`config.mk`:
```
export PLATFORM = sky130hd
export DESIGN_NAME = neo_pattern_sequencer
export DESIGN_NICKNAME = d
export VERILOG_FILES = /design/src/rtl/neo_pattern_sequencer.sv
export SDC_FILE = /design/constraint.sdc
export NUM_CORES = 1
export LEC_CHECK = 0
export BUFFER_PORTS_ARGS = -buffer_cell sky130_fd_sc_hd__buf_2
export CORE_MARGIN = 4
export CORE_UTILIZATION = 28
export CTS_CLUSTER_SIZE = 12
export DETAILED_ROUTE_END_ITERATION = 8
export GPL_TIMING_DRIVEN = 1
export HOLD_SLACK_MARGIN = 0.12
export PLACE_DENSITY_LB_ADDON = 0.25
export SYNTH_ARGS = -nofsm -noshare
export SYNTH_HDL_FRONTEND = slang
export SYNTH_SLANG_ARGS = --single-unit
```
`constraint.sdc`:
```
create_clock -name clock -period 1.85 [get_ports clock]
set_input_delay 0.37 -clock clock [delete_from_list [all_inputs] [get_ports clock]]
set_output_delay 0.37 -clock clock [all_outputs]
set_load 0.02 [all_outputs]
```
`src/rtl/neo_pattern_sequencer.sv`:
```
// -----------------------------------------------------------------------------
// neo_pattern_sequencer
//
// Purpose:
//   Upstream feeder for the NeoPixel LED controller. Each frame it writes one
//   colour value per channel per pixel (NUM_PIXELS x 3 writes) over the load
//   handshake. It then requests a strip transmission over the send handshake
//   and holds for FRAME_CYCLES clocks. After the hold, the "chase" head
//   advances by one pixel. Each time the head wraps back to pixel 0, the lit
//   channel (hue) advances green -> red -> blue -> green.
//
// Optional feature (compile-time macro NEO_TRAIL_EN):
//   Defined   : the pixel one step behind the head also glows at BRIGHT>>2 on
//               the current hue channel. The head value wins when both
//               coincide (NUM_PIXELS == 1).
//   Undefined : only the head pixel is lit.
//
// Ports:
//   clock          in   system clock
//   reset_n        in   asynchronous, active-low reset
//   enable         in   run animation (sampled in IDLE and at end of frame)
//   ready_to_load  in   controller accepts a colour write
//   ready_to_send  in   controller can start a strip transmission
//   load_color     out  one-cycle write strobe
//   pixel_index    out  [2:0] pixel addressed by the write
//   color_index    out  [1:0] channel: 0=green 1=red 2=blue
//   color_level    out  [7:0] channel intensity
//   send_it        out  one-cycle transmit strobe
//   frame_done     out  one-cycle pulse when the hold interval ends
//   busy           out  high whenever the FSM is not in IDLE
//   state_dbg      out  [2:0] current FSM state encoding (debug only)
//
// Handshake semantics: a write or send is issued only after the matching
// ready line has been sampled high at a clock edge. The strobe appears on
// the following cycle and lasts exactly one cycle. While the ready line is
// low, the sequencer waits indefinitely and issues no strobe.
// -----------------------------------------------------------------------------
module neo_pattern_sequencer #(
    parameter int          NUM_PIXELS   = 8,
    parameter int          FRAME_CYCLES = 2500000,
    parameter logic [7:0]  BRIGHT       = 8'h20
) (
    input  logic       clock,
    input  logic       reset_n,
    input  logic       enable,
    input  logic       ready_to_load,
    input  logic       ready_to_send,
    output logic       load_color,
    output logic [2:0] pixel_index,
    output logic [1:0] color_index,
    output logic [7:0] color_level,
    output logic       send_it,
    output logic       frame_done,
    output logic       busy,
    output logic [2:0] state_dbg
);

    localparam int         CW       = (FRAME_CYCLES > 1) ? $clog2(FRAME_CYCLES) : 1;
    localparam logic [CW-1:0] LAST_CNT = CW'(FRAME_CYCLES - 1);
    localparam logic [2:0] LAST_PIX = 3'(NUM_PIXELS - 1);
    localparam logic [1:0] LAST_CH  = 2'd2;
    localparam logic [1:0] LAST_HUE = 2'd2;

    // S_STROBE is the cycle in which load_color is high. S_GAP follows with
    // load_color low, so the controller has time to drop ready_to_load
    // before it is sampled again.
    typedef enum logic [2:0] {
        S_IDLE   = 3'd0,
        S_LOAD   = 3'd1,
        S_STROBE = 3'd2,
        S_GAP    = 3'd3,
        S_SEND   = 3'd4,
        S_HOLD   = 3'd5
    } state_t;

    state_t        state_q, state_d;
    logic [2:0]    pix_q, pix_d;
    logic [1:0]    ch_q, ch_d;
    logic [2:0]    pos_q, pos_d;
    logic [1:0]    hue_q, hue_d;
    logic [CW-1:0] cnt_q, cnt_d;

    logic          load_q, load_d;
    logic [2:0]    pidx_q, pidx_d;
    logic [1:0]    cidx_q, cidx_d;
    logic [7:0]    lvl_q, lvl_d;
    logic          send_q, send_d;
    logic          done_q, done_d;
    logic          busy_q, busy_d;

    // Colour level for the pixel/channel currently being loaded.
    logic [7:0]    level;

`ifdef NEO_TRAIL_EN
    logic [2:0]    trail_pix;
    always_comb begin
        trail_pix = (pos_q == 3'd0) ? LAST_PIX : (pos_q - 3'd1);
    end

    always_comb begin
        level = 8'h00;
        if (pix_q == pos_q && ch_q == hue_q) begin
            level = BRIGHT;
        end else if (pix_q == trail_pix && ch_q == hue_q) begin
            level = BRIGHT >> 2;
        end
    end
`else
    always_comb begin
        level = 8'h00;
        if (pix_q == pos_q && ch_q == hue_q) begin
            level = BRIGHT;
        end
    end
`endif

    // Next-state and registered-output logic.
    always_comb begin
        state_d = state_q;
        pix_d   = pix_q;
        ch_d    = ch_q;
        pos_d   = pos_q;
        hue_d   = hue_q;
        cnt_d   = cnt_q;
        load_d  = 1'b0;
        pidx_d  = pidx_q;
        cidx_d  = cidx_q;
        lvl_d   = lvl_q;
        send_d  = 1'b0;
        done_d  = 1'b0;

        unique case (state_q)
            S_IDLE: begin
                if (enable) begin
                    pix_d   = 3'd0;
                    ch_d    = 2'd0;
                    state_d = S_LOAD;
                end
            end

            S_LOAD: begin
                if (ready_to_load) begin
                    load_d  = 1'b1;
                    pidx_d  = pix_q;
                    cidx_d  = ch_q;
                    lvl_d   = level;
                    state_d = S_STROBE;
                end
            end

            S_STROBE: begin
                state_d = S_GAP;
            end

            S_GAP: begin
                if (pix_q == LAST_PIX && ch_q == LAST_CH) begin
                    pix_d   = 3'd0;
                    ch_d    = 2'd0;
                    state_d = S_SEND;
                end else begin
                    if (ch_q == LAST_CH) begin
                        ch_d  = 2'd0;
                        pix_d = pix_q + 3'd1;
                    end else begin
                        ch_d  = ch_q + 2'd1;
                    end
                    state_d = S_LOAD;
                end
            end

            S_SEND: begin
                if (ready_to_send) begin
                    send_d  = 1'b1;
                    cnt_d   = '0;
                    state_d = S_HOLD;
                end
            end

            S_HOLD: begin
                // The first HOLD cycle coincides with send_it. frame_done is
                // registered, so it lands FRAME_CYCLES cycles after send_it.
                if (cnt_q == LAST_CNT) begin
                    done_d = 1'b1;
                    cnt_d  = '0;
                    if (pos_q == LAST_PIX) begin
                        pos_d = 3'd0;
                        hue_d = (hue_q == LAST_HUE) ? 2'd0 : (hue_q + 2'd1);
                    end else begin
                        pos_d = pos_q + 3'd1;
                    end
                    state_d = enable ? S_LOAD : S_IDLE;
                end else begin
                    cnt_d = cnt_q + 1'b1;
                end
            end

            default: begin
                state_d = S_IDLE;
            end
        endcase

        busy_d = (state_d != S_IDLE);
    end

    always_ff @(posedge clock or negedge reset_n) begin
        if (!reset_n) begin
            state_q <= S_IDLE;
            pix_q   <= 3'd0;
            ch_q    <= 2'd0;
            pos_q   <= 3'd0;
            hue_q   <= 2'd0;
            cnt_q   <= '0;
            load_q  <= 1'b0;
            pidx_q  <= 3'd0;
            cidx_q  <= 2'd0;
            lvl_q   <= 8'h00;
            send_q  <= 1'b0;
            done_q  <= 1'b0;
            busy_q  <= 1'b0;
        end else begin
            state_q <= state_d;
            pix_q   <= pix_d;
            ch_q    <= ch_d;
            pos_q   <= pos_d;
            hue_q   <= hue_d;
            cnt_q   <= cnt_d;
            load_q  <= load_d;
            pidx_q  <= pidx_d;
            cidx_q  <= cidx_d;
            lvl_q   <= lvl_d;
            send_q  <= send_d;
            done_q  <= done_d;
            busy_q  <= busy_d;
        end
    end

    assign load_color  = load_q;
    assign pixel_index = pidx_q;
    assign color_index = cidx_q;
    assign color_level = lvl_q;
    assign send_it     = send_q;
    assign frame_done  = done_q;
    assign busy        = busy_q;
    assign state_dbg   = state_q;

endmodule

```
# ---- Word level (Yosys, flattened, before mapping)
# Cells that the tools add are included.
dict set report totals {
  wordCells 72
  regBits 52
  inputBits 5
}
dict set report op_classes {
  mux 27
  n_eq_ne 15
  n_addsub 5
  reduce_logical 12
}
# operator count
set ops {}
lappend ops {{22-bit 2-to-1 mux} 2}
lappend ops {{22-bit one-hot mux with 2 select lines} 1}
lappend ops {{3-bit 2-to-1 mux} 9}
lappend ops {{22-bit by 1-bit adder with 22-bit output, second input constant} 1}
lappend ops {{22-bit == test, second input constant} 1}
lappend ops {{3-bit one-hot mux with 6 select lines} 1}
lappend ops {{3-bit == test, second input constant} 4}
lappend ops {{2-bit 2-to-1 mux} 4}
lappend ops {{2-bit AND reduction} 4}
lappend ops {{1-bit 2-to-1 mux} 7}
lappend ops {{3-bit by 1-bit adder with 3-bit output, second input constant} 2}
lappend ops {{3-bit by 2-bit == test with 1-bit output, second input constant} 2}
lappend ops {{6-bit 2-to-1 mux} 1}
lappend ops {{3-bit one-hot mux with 2 select lines} 1}
lappend ops {{3-bit AND reduction} 2}
lappend ops {{2-bit by 1-bit adder with 2-bit output, second input constant} 2}
lappend ops {{2-bit == test, second input constant} 2}
lappend ops {{2-bit inequality test, second input constant} 2}
lappend ops {{2-bit one-hot mux with 2 select lines} 1}
lappend ops {{2-bit nonzero test} 2}
lappend ops {{3-bit by 1-bit == test with 1-bit output, second input constant} 1}
lappend ops {{3-bit == test} 1}
lappend ops {{3-bit logical NOT} 1}
lappend ops {{3-bit inequality test, second input constant} 1}
lappend ops {{other kinds (3)} 4}

# ---- Logic depth before layout (Yosys ltp)
dict set report logic_depth {
  ltp_word 5
  ltp_mapped 9
  mapped_depth_nobuf 6
}

# ---- Worst setup path after synthesis
# Ideal clock, no wire load.
dict set report synth_timing {
  kind {reg-to-reg}
  from {register state_q[2] (netlist: state_dbg[2])}
  to {register cnt_q[7]}
  n_path_buf 3
  arrival_time_ns 1.670
  setup_slack_ns 0.056
  period_less_slack_ns 1.794
  path_stages_with_launch 9
  path_cell_list {dfrtp_1 -> clkbuf_2 -> nor2b_4 -> and2_1 -> buf_2 -> o21a_1 -> buf_6 -> and3_1 -> a211o_1}
}
dict set report synth_between {
  elab_chain_cells 3
  word_cells_on_any_way 6
  cone_classes {eq/ne (3); mux (1); reduce/logical (2)}
}
# element line
set synth_lines {}
lappend synth_lines {{from (decl)} 76} ;# state_t state_q, state_d;
lappend synth_lines {{from (signal assigned)} 221} ;# state_q <= state_d;
lappend synth_lines {{3-bit == test} 132} ;# unique case (state_q)
lappend synth_lines {{2-bit inequality test (no line) or 2-bit nonzero test (tied branches)} -}
lappend synth_lines {{2-bit AND reduction (no line)} -}
lappend synth_lines {{to (signal assigned)} 226} ;# cnt_q <= cnt_d;
lappend synth_lines {{to (decl)} 81} ;# logic [CW-1:0] cnt_q, cnt_d;
# Several ways; a longest one is shown, not always the timed one.
# A chain may end at the register's enable or synchronous reset.

# ---- Worst setup path in the final report
dict set report layout_timing {
  from {register cnt_q[0]}
  to {register hue_q[0]}
}
dict set report layout_between {
  elab_chain_cells 2
}
# element line
set layout_lines {}
lappend layout_lines {{22-bit == test} 182} ;# if (cnt_q == LAST_CNT) begin
lappend layout_lines {{3-bit AND reduction (no line)} -}
lappend layout_lines {{to (signal assigned)} 225} ;# hue_q <= hue_d;
lappend layout_lines {{to (decl)} 80} ;# logic [1:0] hue_q, hue_d;
# Every way passes these cells.

==> metrics.yaml <==
floorplanning:
  die_h_um: 102
  ios: 25
  dieArea_um2: 10400
  start_util: 0.286
  core_area_um2: 8680
  num_rows: 34
  die_width_um: 102
sta:
  hold_viol_final: 0
  setup_tns_ns: 0
  setup_ws_ns: 0.0945
  report.final.setup_viol: 0
  rsz0062_at_grt: "true"
  skew_ns: 0.0128
  slew_viol_final: 0
  min_period_over_period: 0.949
  max_freq_mhz: 570
  fin_crit_ns: 1.76
power_and_ir_drop:
  comb_power_share: 0.369
  sw_frac_of_total: 0.374
  p_total_mw: 3.36
  powerDensity_nw_per_um2: 1110
  p_seq_frac: 0.435
  p_leak_nw: 1.37
  ir_worst_vdd_mv: 0.528
  switching_power_mw: 1.26
  p_int_mw: 2.10
  pwr-share-clk: 0.195
global_routing:
  antenna_found_initial: 0
  gr-usage-met3: 0.0232
  grt_pass1_wl_um: 9110
  grt-ovfl-total: 0
  first_global_vias: 1828
  grt_usage: 0.110
  grt_util_met2: 0.170
  grt_max_degree: 20
  use_met1: 0.156
  top_usage_layer: "met2"
clocking:
  cts.path.max_buffers: 2
  clk_root_buffer_cell: "clkbuf_8"
  clk_pin_slew_ns: 0.10
  clock_latency_ns: 0.30
  htree_levels: 2
  cts_sinks: 45
  cts_tree: "done"
  cts_buffers: 5
synthesis:
  ys_ff_latch: 45
  synth_seq_area_share: 0.454
  synth_cell_types: 49
  ys_warn_count: 0
  ys_async_sr_fraction: 1.00
  synth_ff_type: "dfrtp_1"
  synth-edff-count: 0
  syn_area_um2: 2480
  syn_inst: 250
  syn_avg_cell_area_um2: 9.91
final_layout:
  nets: 308
  final_cells: 407
  drive_gt1_frac: 0.291
  n_fill_cell: 886
  antenna_cells: 0
  area_delta_synth_final_pct: 21.9
setup_path:
  end_kind: "flop"
  cp.arrival_ns: 1.95
  worst-setup-path-type: "flop to flop"
  cp.required_ns: 2.04
  ff2ff_setup_slack_ns: 0.09
  cp-start-kind: "flop"
  cp_max_fo: 5
detailed_routing:
  drt_iter0_drc: 66
  wire_per_inst_um: 13.9
  drtPass1Iterations: 4
  postRouteAntennaNets: 0
  via_per_inst: 4.92
  wl_um: 5660
  route.vias.total: 2004
  drc: 0
status:
  status: "completed"
place:
  gp_congestion: 0.785
  port_buffers: 17
  place_ws_ns: 0.00623
  dp.final_hpwl_um: 4060
  dp_cells: 394
min_path:
  min_path_type: "input pin to flop"
job:
  drv_cap: 0
-- flip-flops by register name, summed over array words and instances, names as in the netlist, 2 cells and up --
register and count:
hue_q 2, state_dbg 3, ch_q 2, pos_q 3, cnt_q 22, pixel_index 3
pix_q 3, color_index 2
-- worst paths after layout --
| check | from | to | cells after the start |
|---|---|---|---|
| worst max-delay path | cnt_q[0] | hue_q[0] | 6 |
| worst min-delay path | ready_to_load | state_dbg[1] | 3 |
| worst max register to register | cnt_q[0] | hue_q[0] | 6 |
| worst min register to register | pixel_index[1] | pixel_index[1] | 1 |
| max in group asynchronous | reset_n | cnt_q[7] | 3 |
| min in group asynchronous | reset_n | pix_q[0] | 2 |
-- final cells by class --
cell class	instances	area, µm²	share of cell area
inverter	9	33.8	0.0112
clock inverter	2	13.8	0.00456
tap	108	135	0.0447
timing repair buffer	52	350	0.116
multi-input combinational	185	1280	0.423
clock buffer	6	82.6	0.0273
sequential	45	1130	0.373
-- cells in the final DEF, fill, tap and decap left out, types with 2 or more instances in the layout --
cell type,count
nand2b_1,4
dfrtp_1,45
buf_4,34
xnor2_1,2
and3_1,3
ha_1,4
nand2_1,25
a21oi_1,9
a22o_1,6
nand4_1,6
clkbuf_8,6
nor3_2,2
o21ai_0,13
nor3_4,2
nand3_1,20
nor2_1,14
buf_2,17
or3_1,4
xor2_1,5
nor2b_1,3
inv_1,9
mux2_2,11
and2_1,3
a31oi_1,11
and4_1,2
conb_1,7
o31ai_1,2
a41oi_2,3
nor3_1,2
-- critical path: stages (launching register included) --
cell,delay [ns]
dfrtp_1,0.36
ha_2,0.20
and3_4,0.22
nand4_4,0.15
nor3_4,0.33
nand2_2,0.10
mux2_2,0.28
-- Yosys cell counts, types with 2 or more instances --
cell type,instances,area [µm²]
nor2_1,14,52.6
nor3_1,3,15.0
xor2_1,5,43.8
ha_1,5,62.6
nand3_1,20,100
o21ai_0,13,65.1
nand4_1,6,37.5
nand2b_1,4,25.0
xnor2_1,2,17.5
o31ai_1,2,15.0
a41oi_1,4,35.0
a31oi_1,12,75.1
buf_6,3,33.8
mux2_2,11,124
nor3_4,2,32.5
buf_4,8,60.1
dfrtp_1,45,1130
buf_2,2,10.0
nor2b_1,3,18.8
and2_1,3,18.8
inv_1,9,33.8
clkbuf_1,3,11.3
or3_1,4,25.0
and3_1,3,18.8
a21oi_1,9,45.0
and4_1,2,17.5
nand2_1,26,97.6
a22o_1,6,52.6
-- power groups by stage --
stage | logic [mW] | registers (mW) | clock network, mW
finish | 1.24 | 1.46 | 0.656
global route | 1.38 | 1.50 | 0.722
CTS | 1.20 | 1.45 | 0.685
detailed placement | 1.19 | 1.47 | 0
global placement | 1.18 | 1.48 | 0
floorplan | 0.669 | 1.55 | 0
-- stage by stage --
stage / hold slack, ns / util / instance area (µm²)
5_1_grt: 0.344 / 0.348 / 3020
3_3_place_gp: 0.335 / 0.326 / 2830
4_1_cts: 0.337 / 0.338 / 2930
2_1_floorplan: 0.0744 / - / 2500
3_5_place_dp: 0.338 / 0.326 / 2830
6_report: 0.343 / 0.348 / 3020
-- layer usage --
metal | wire [µm] | vias to the layer above | share of wire
li1 | - | 995 | -
met5 | 0 | - | 0
met1 | 2750 | 970 | 0.49
met2 | 2650 | 32 | 0.47
met3 | 204 | 7 | 0.036
met4 | 54 | 0 | 0.0095
-- kinds of logic (layout without fill, tap and decap cells) --
logic type                 count (synthesis)  after routing  synth area share
DFF                                       45             45             0.454
xor gates and xnor gates                   7              7            0.0247
adders and majority gates                  5              5            0.0252
and+or+nand+nor                          101            101             0.240
muxes                                     11             11            0.0500
buffers and inverters                     26             69            0.0621
AOI/OAI and AO/OA                         54             54             0.142
other                                      1              7           0.00151
-- repair_timing --
item                       4_1_cts  5_1_grt
setup buffers                    0        4
hold endpoints to repair        17        0
hold buffers                     1        0
setup endpoints to repair        1       20
gates resized for setup          0        9
pin swaps                        1        7
Power figures use the tool's default switching activity.
